**config.mk**
```make
export PLATFORM = sky130hd
export DESIGN_NAME = dmem_arbiter_flat
export DESIGN_NICKNAME = d
export VERILOG_FILES = /design/src/rtl/dmem_arbiter_pkg.sv /design/src/rtl/dmem_arbiter_if.sv /design/src/rtl/dmem_arbiter_starve_counter.sv /design/src/rtl/dmem_arbiter.sv /design/src/flat_wrapper.sv
export SDC_FILE = /design/constraint.sdc
export NUM_CORES = 1
export LEC_CHECK = 0
export BUFFER_PORTS_ARGS = -buffer_cell sky130_fd_sc_hd__buf_2
export CAP_MARGIN = 10
export CORE_AREA = 4 4 169 171
export DETAILED_ROUTE_END_ITERATION = 12
export DIE_AREA = 0 0 173 175
export PLACE_DENSITY_LB_ADDON = 0.1
export SYNTH_ARGS = -nofsm -noshare
export SYNTH_HDL_FRONTEND = slang
export SYNTH_SLANG_ARGS = --single-unit
```
**constraint.sdc**
```tcl
create_clock -name clk -period 1.2 [get_ports clk]
set_input_delay 0 -clock clk [delete_from_list [all_inputs] [get_ports clk]]
set_output_delay 0 -clock clk [all_outputs]
set_load 0.05 [all_outputs]
```
**src/rtl/dmem_arbiter_pkg.sv**
```systemverilog
// dmem_arbiter shared types.
// Owner-state encoding and default bus widths.
package dmem_arbiter_pkg;

  localparam int DEF_DATA_WIDTH = 64;
  localparam int DEF_ADDR_WIDTH = 16;

  typedef enum logic [1:0] {
    IDLE   = 2'd0,
    CPU_RD = 2'd1,
    NIC_RD = 2'd2
  } owner_e;

endpackage

```
**src/rtl/dmem_arbiter_if.sv**
```systemverilog
// dmem_arbiter bus bundle.
// Pipeline, NIC and dmem sides in one interface.
interface dmem_arbiter_if
  import dmem_arbiter_pkg::*;
#(
  parameter int DATA_WIDTH = DEF_DATA_WIDTH,
  parameter int ADDR_WIDTH = DEF_ADDR_WIDTH
);

  logic                  cpu_req;
  logic                  cpu_wr;
  logic [ADDR_WIDTH-1:0] cpu_addr;
  logic [DATA_WIDTH-1:0] cpu_wdata;
  logic                  cpu_stall;
  logic                  cpu_rvalid;
  logic [DATA_WIDTH-1:0] cpu_rdata;

  logic                  nic_req;
  logic                  nic_wr;
  logic [ADDR_WIDTH-1:0] nic_addr;
  logic [DATA_WIDTH-1:0] nic_wdata;
  logic                  nic_gnt;
  logic                  nic_rvalid;
  logic [DATA_WIDTH-1:0] nic_rdata;

  logic                  mem_en;
  logic                  mem_wr;
  logic [ADDR_WIDTH-1:0] mem_addr;
  logic [DATA_WIDTH-1:0] mem_wdata;
  logic [DATA_WIDTH-1:0] mem_rdata;

  modport slave (
    input  cpu_req, cpu_wr, cpu_addr, cpu_wdata,
    output cpu_stall, cpu_rvalid, cpu_rdata,
    input  nic_req, nic_wr, nic_addr, nic_wdata,
    output nic_gnt, nic_rvalid, nic_rdata,
    output mem_en, mem_wr, mem_addr, mem_wdata,
    input  mem_rdata
  );

  modport master (
    output cpu_req, cpu_wr, cpu_addr, cpu_wdata,
    input  cpu_stall, cpu_rvalid, cpu_rdata,
    output nic_req, nic_wr, nic_addr, nic_wdata,
    input  nic_gnt, nic_rvalid, nic_rdata,
    input  mem_en, mem_wr, mem_addr, mem_wdata,
    output mem_rdata
  );

endinterface

```
**src/rtl/dmem_arbiter_starve_counter.sv**
```systemverilog
// NIC starvation counter.
// Saturating up-counter with synchronous clear.
module starve_counter #(
  parameter int LIMIT = 4,
  localparam int W = $clog2(LIMIT + 1)
) (
  input  logic         clk,
  input  logic         rst,
  input  logic         inc,
  input  logic         clr,
  output logic [W-1:0] count
);

  // count denied cycles, hold at LIMIT
  always_ff @(posedge clk) begin
    if (rst || clr) begin
      count <= '0;
    end else if (inc && (count != W'(LIMIT))) begin
      count <= count + W'(1);
    end
  end

endmodule

```
**src/rtl/dmem_arbiter.sv**
```systemverilog
// dmem_arbiter top.
// Shares one dmem port between pipeline and NIC.
module dmem_arbiter
  import dmem_arbiter_pkg::*;
#(
  parameter int DATA_WIDTH   = DEF_DATA_WIDTH,
  parameter int ADDR_WIDTH   = DEF_ADDR_WIDTH,
  parameter int STARVE_LIMIT = 4
) (
  input logic           clk,
  input logic           rst,
  dmem_arbiter_if.slave bus
);

  localparam int CW = $clog2(STARVE_LIMIT + 1);

  logic [CW-1:0]         starve;
  logic                  forced;
  logic                  cpu_gnt;
  logic                  nic_gnt;
  logic                  starve_inc;
  owner_e                state;
  owner_e                state_nx;
  logic                  wr_mux;
  logic [ADDR_WIDTH-1:0] addr_mux;
  logic [DATA_WIDTH-1:0] wdata_mux;

  // grant: CPU first unless NIC has starved
  always_comb begin
    forced  = bus.nic_req &&
              (starve == CW'(STARVE_LIMIT));
    cpu_gnt = !rst && bus.cpu_req && !forced;
    nic_gnt = !rst && bus.nic_req &&
              (forced || !bus.cpu_req);
  end

  assign starve_inc = bus.nic_req && !nic_gnt;

  starve_counter #(
    .LIMIT (STARVE_LIMIT)
  ) u_starve (
    .clk   (clk),
    .rst   (rst),
    .inc   (starve_inc),
    .clr   (!starve_inc),
    .count (starve)
  );

  // steer the winner onto the dmem port
  always_comb begin
    wr_mux    = 1'b0;
    addr_mux  = '0;
    wdata_mux = '0;
    unique case (1'b1)
      cpu_gnt: begin
        wr_mux    = bus.cpu_wr;
        addr_mux  = bus.cpu_addr;
        wdata_mux = bus.cpu_wdata;
      end
      nic_gnt: begin
        wr_mux    = bus.nic_wr;
        addr_mux  = bus.nic_addr;
        wdata_mux = bus.nic_wdata;
      end
      default: ;
    endcase
  end

  // owner state register
  always_ff @(posedge clk) begin
    if (rst) begin
      state <= IDLE;
    end else begin
      state <= state_nx;
    end
  end

  // remember who owns next cycle's read data
  always_comb begin
    state_nx = IDLE;
    if (cpu_gnt && !bus.cpu_wr) begin
      state_nx = CPU_RD;
    end else if (nic_gnt && !bus.nic_wr) begin
      state_nx = NIC_RD;
    end
  end

  assign bus.mem_en     = cpu_gnt || nic_gnt;
  assign bus.mem_wr     = wr_mux;
  assign bus.mem_addr   = addr_mux;
  assign bus.mem_wdata  = wdata_mux;
  assign bus.cpu_stall  = !rst && bus.cpu_req && !cpu_gnt;
  assign bus.nic_gnt    = nic_gnt;
  assign bus.cpu_rvalid = !rst && (state == CPU_RD);
  assign bus.nic_rvalid = !rst && (state == NIC_RD);
  assign bus.cpu_rdata  = bus.mem_rdata;
  assign bus.nic_rdata  = bus.mem_rdata;

endmodule

```
**src/flat_wrapper.sv**
```systemverilog
// flat-port wrapper written by rule: the top's interface ports become plain ports
module dmem_arbiter_flat import dmem_arbiter_pkg::*;
#(
  parameter int DATA_WIDTH   = DEF_DATA_WIDTH,
  parameter int ADDR_WIDTH   = DEF_ADDR_WIDTH,
  parameter int STARVE_LIMIT = 4
)
  (clk, rst, bus_cpu_req, bus_cpu_wr, bus_cpu_addr, bus_cpu_wdata, bus_cpu_stall, bus_cpu_rvalid, bus_cpu_rdata, bus_nic_req, bus_nic_wr, bus_nic_addr, bus_nic_wdata, bus_nic_gnt, bus_nic_rvalid, bus_nic_rdata, bus_mem_en, bus_mem_wr, bus_mem_addr, bus_mem_wdata, bus_mem_rdata);
  dmem_arbiter_if #(.DATA_WIDTH(DATA_WIDTH), .ADDR_WIDTH(ADDR_WIDTH)) bus_i ();
  input logic clk;
  input logic rst;
  input wire logic [$bits(bus_i.cpu_req)-1:0] bus_cpu_req;
  input wire logic [$bits(bus_i.cpu_wr)-1:0] bus_cpu_wr;
  input wire logic [$bits(bus_i.cpu_addr)-1:0] bus_cpu_addr;
  input wire logic [$bits(bus_i.cpu_wdata)-1:0] bus_cpu_wdata;
  output wire logic [$bits(bus_i.cpu_stall)-1:0] bus_cpu_stall;
  output wire logic [$bits(bus_i.cpu_rvalid)-1:0] bus_cpu_rvalid;
  output wire logic [$bits(bus_i.cpu_rdata)-1:0] bus_cpu_rdata;
  input wire logic [$bits(bus_i.nic_req)-1:0] bus_nic_req;
  input wire logic [$bits(bus_i.nic_wr)-1:0] bus_nic_wr;
  input wire logic [$bits(bus_i.nic_addr)-1:0] bus_nic_addr;
  input wire logic [$bits(bus_i.nic_wdata)-1:0] bus_nic_wdata;
  output wire logic [$bits(bus_i.nic_gnt)-1:0] bus_nic_gnt;
  output wire logic [$bits(bus_i.nic_rvalid)-1:0] bus_nic_rvalid;
  output wire logic [$bits(bus_i.nic_rdata)-1:0] bus_nic_rdata;
  output wire logic [$bits(bus_i.mem_en)-1:0] bus_mem_en;
  output wire logic [$bits(bus_i.mem_wr)-1:0] bus_mem_wr;
  output wire logic [$bits(bus_i.mem_addr)-1:0] bus_mem_addr;
  output wire logic [$bits(bus_i.mem_wdata)-1:0] bus_mem_wdata;
  input wire logic [$bits(bus_i.mem_rdata)-1:0] bus_mem_rdata;
  assign bus_i.cpu_req = bus_cpu_req;
  assign bus_i.cpu_wr = bus_cpu_wr;
  assign bus_i.cpu_addr = bus_cpu_addr;
  assign bus_i.cpu_wdata = bus_cpu_wdata;
  assign bus_cpu_stall = bus_i.cpu_stall;
  assign bus_cpu_rvalid = bus_i.cpu_rvalid;
  assign bus_cpu_rdata = bus_i.cpu_rdata;
  assign bus_i.nic_req = bus_nic_req;
  assign bus_i.nic_wr = bus_nic_wr;
  assign bus_i.nic_addr = bus_nic_addr;
  assign bus_i.nic_wdata = bus_nic_wdata;
  assign bus_nic_gnt = bus_i.nic_gnt;
  assign bus_nic_rvalid = bus_i.nic_rvalid;
  assign bus_nic_rdata = bus_i.nic_rdata;
  assign bus_mem_en = bus_i.mem_en;
  assign bus_mem_wr = bus_i.mem_wr;
  assign bus_mem_addr = bus_i.mem_addr;
  assign bus_mem_wdata = bus_i.mem_wdata;
  assign bus_i.mem_rdata = bus_mem_rdata;
  dmem_arbiter #(.DATA_WIDTH(DATA_WIDTH), .ADDR_WIDTH(ADDR_WIDTH), .STARVE_LIMIT(STARVE_LIMIT)) u_core (.clk(clk), .rst(rst), .bus(bus_i));
endmodule
```
==> summary.md <==
| Metric | Value |
|---|---|
| Status | complete, but fails checks |
| Violated checks | negative setup slack |
| Starting Density | 11.91% |
| Clk buf depth | 2 |
| All-Layer GR Usage | 9.875% |
| Final WL | 16760 microns |
| PD cells | 523.6 nW/um^2 |
| Net Sw Power | 1350 uW |
| Async SR Flop Fraction | 0% |
| Flop2flop setup slack | -0.16 ns |
| Clock Skew | 0.002515 ns |
| Top_reg_cell synth | dfxtp_1 |
| Post-synth EDFFs | 0 |
| Fin. Hold Viols | 0 |
| Nets | 819 |
| Slew Limit Fails | 0 |
| Worst vdd ir | 0.2095 mV |
| Fmax | 609.8 MHz |
| Root buf cell | clkbuf_16 |
| Arrival time worst endpoint | 1.64 ns |
| Global-route wire length before repair | 24400 microns |
| Area contributors post-synth | nand3b_1 38%, buf_4 31%, o22ai_1 16% |
| Reg2reg end | u_core.state[0] |
| Initial antenna violation count | 0 |
| Die area | 30280 sq um |
| Setup slack after layout | -0.4399 ns |
| Port bufs | 251 |
| Combinational power share | 74.3% |
| Yosys warnings | 0 |
| Rel. slew slack | 73.89% |
| Total gr overflow | 0 |
| Reg clk slew, reported paths | 0.04 ns |
| Clock sinks | 5 |
| Hold path cells | 0 |
| 1st-pass router iterations | 4 |
| Crit Path Class | reg -> out |
| Worst setup EP type | output pin |
| Clock power frac | 19.6% |
| Area fraction of the dominant cell type after synthesis | 38.22% |
| Share of layout cells above drive strength 1 | 64.85% |
| Sequential element share of the synthesized area | 3.126% |
| Mapped cell area | 3202 sq um |
| Diodes inserted | 0 |
| Area growth syn-to-layout | 70.14% |
| TritonCTS clock tree | done |
| Max_cap viols | 0 |
| Row count | 60 |
| Hold path startpoint | bus_mem_rdata[24] |
| Number of I/O pins | 444 |
| Drt wl/cell | 18.08 microns |
| Crit Path Max Fanout | 12 |
| Pre-CTS setup slack | -0.3049 ns |
| Distinct cells, synth | 20 |
| H-tree depth | 1 |
| Worst setup SP type | register |
| Slew @ Worst Pin | 0.3916 ns |
| Cells after Synth | 453 |
| Core Region | 26880 sq um |
| Hold WC Path Type | in -> out |
| WP data required | 1.20 ns |
| DIE WIDTH | 173 microns |
| Lkg Pwr | 0.002150 uW |
| R2R cell count | 6 |
| Worst skew pair latency | 0.23 ns |
| Sequential share of power | 6.1% |
| Total internal power | 1502 uW |
| Setup repair after global routing missed its margin | yes |
| Die Y | 175 microns |
| Drc violations | 0 |
| RR Startpoint | u_core.u_starve.count[1] |
| Register bit total from synthesis | 5 |
| Hold path endpoint | bus_cpu_rdata[24] |
| Setup TNS | -32.44 ns |
| Syn_nets | 685 |
| Tcrit/Tclk final | 136.7% |
| Initial drt markers | 128 |
| TritonCTS Buffers | 3 |
| Via count | 3844 |
| Gpl congestion | 0.7818 |
| Sw Ratio | 47.33% |
| Largest net degree at the start of global routing | 49 |
| Vias per cell | 4.147 |
| Final setup violation count | 86 |
| ANT nets after route | 0 |
| Syn_area_per_cell | 7.068 sq um |
| Final critical-path required period | 1.640 ns |
| Vias in the first global route | 4143 |
| HPWL Detailed | 13100 microns |
| Yosys top cell by area | nand3b_1 |
metrics by stage:
step                power [uW]  util (%)  instances  area [sq um]  hold WS [ns]
floorplan                 2479         -        453          3471       0.07419
global placement          2015     16.45        907          4422     0.0004974
detailed placement        2007     16.45        907          4422     0.0004974
CTS                       2819     19.37        919          5206     0.0004974
global route              3001     20.27        927          5448     0.0001060
finish                    2853     20.27        927          5448    0.00002423
worst max path at each step:
stage	cells after the start	slack [ns]	end	from
CTS	7	-0.48	bus_mem_wdata[57]	u_core.u_starve.count[1]
global placement	7	-0.31	bus_mem_wdata[30]	u_core.u_starve.count[1]
floorplan	6	-0.53	bus_mem_addr[15]	u_core.u_starve.count[0]
finish	7	-0.44	bus_mem_wdata[55]	u_core.u_starve.count[1]
global route	7	-0.50	bus_mem_wdata[55]	u_core.u_starve.count[1]
detailed placement	7	-0.30	bus_mem_wdata[30]	u_core.u_starve.count[1]
layout make-up:
class,instances,area (sq um)
timing repair buffer,311,2370
fill,3037,21430
clock buffer,4,78.83
sequential,5,102.6
multi-input combinational,263,2459
tap,341,426.7
inverter,3,11.26
synthesized netlist by cell type (2+ instances only):
| library cell | number |
|---|---|
| ha_1 | 2 |
| buf_4 | 133 |
| clkbuf_1 | 16 |
| nand2b_1 | 2 |
| dfxtp_1 | 5 |
| buf_2 | 30 |
| nor2_1 | 4 |
| inv_1 | 3 |
| clkbuf_2 | 2 |
| nand3b_1 | 163 |
| nor3b_1 | 4 |
| o22ai_1 | 81 |
flip-flops by register name, summed over array words and instances (netlist names):
register,count
u_core.u_starve.count,3
u_core.state,2
critical path, stage by stage, from the launching register on:
cell,delay [ns]
dfxtp_2,0.32
inv_2,0.05
ha_4,0.16
and3_4,0.21
buf_12,0.16
buf_4,0.17
o22ai_2,0.11
buf_4,0.22
cells by family after synthesis:
family,Yosys count,synth area share (%)
and+or+nand+nor,178,41.23
AOI/OAI and AO/OA,83,16.33
DFF,5,3.126
buffers and inverters,185,38.53
adders and majority gates,2,0.7814
layer usage:
metal  share of wire, %  track usage (%)
met5                  0                0
met4                4.3            4.523
met3                7.3            2.380
met2                 48            17.00
met1                 41            11.63
power groups by stage:
stage                     clock network (uW)  logic [uW]  registers, uW
after floorplan                            0        2300            176
after global placement                     0        1840            176
after detailed placement                   0        1830            176
after CTS                                565        2080            174
after global routing                     586        2240            174
final                                    558        2120            174
layout by cell type, fill, tap and decap left out:
cell type | Yosys | final
nor4b_2 | 1 | 1
inv_2 | 0 | 2
buf_12 | 0 | 14
nor3b_1 | 4 | 2
clkbuf_1 | 16 | 1
nor3b_2 | 0 | 2
bufbuf_16 | 0 | 1
nor2_4 | 0 | 1
nor2_1 | 4 | 2
o22ai_4 | 0 | 26
dfxtp_2 | 0 | 2
o22ai_1 | 81 | 27
dlygate4sd3_1 | 0 | 2
buf_6 | 0 | 48
nand2b_1 | 2 | 2
nor2_2 | 0 | 1
dfxtp_1 | 5 | 3
buf_2 | 30 | 166
nand2_4 | 0 | 1
o22ai_2 | 0 | 28
and3_4 | 0 | 1
ha_4 | 0 | 1
nor3_2 | 0 | 1
ha_1 | 2 | 1
a21oi_1 | 1 | 1
a21boi_4 | 0 | 1
buf_8 | 0 | 4
buf_4 | 133 | 74
nand3b_1 | 163 | 163
inv_1 | 3 | 1
clkbuf_16 | 0 | 5
or3b_1 | 1 | 1
repair_timing:
item	4_1_cts	5_1_grt
cloned	1	2
hold buffers	2	0
hold endpoints to repair	2	0
pin swaps	7	0
endpoints found under the setup margin	85	86
buffers inserted	5	6
gates resized for setup	165	29
(Power assumes the default switching activity.)
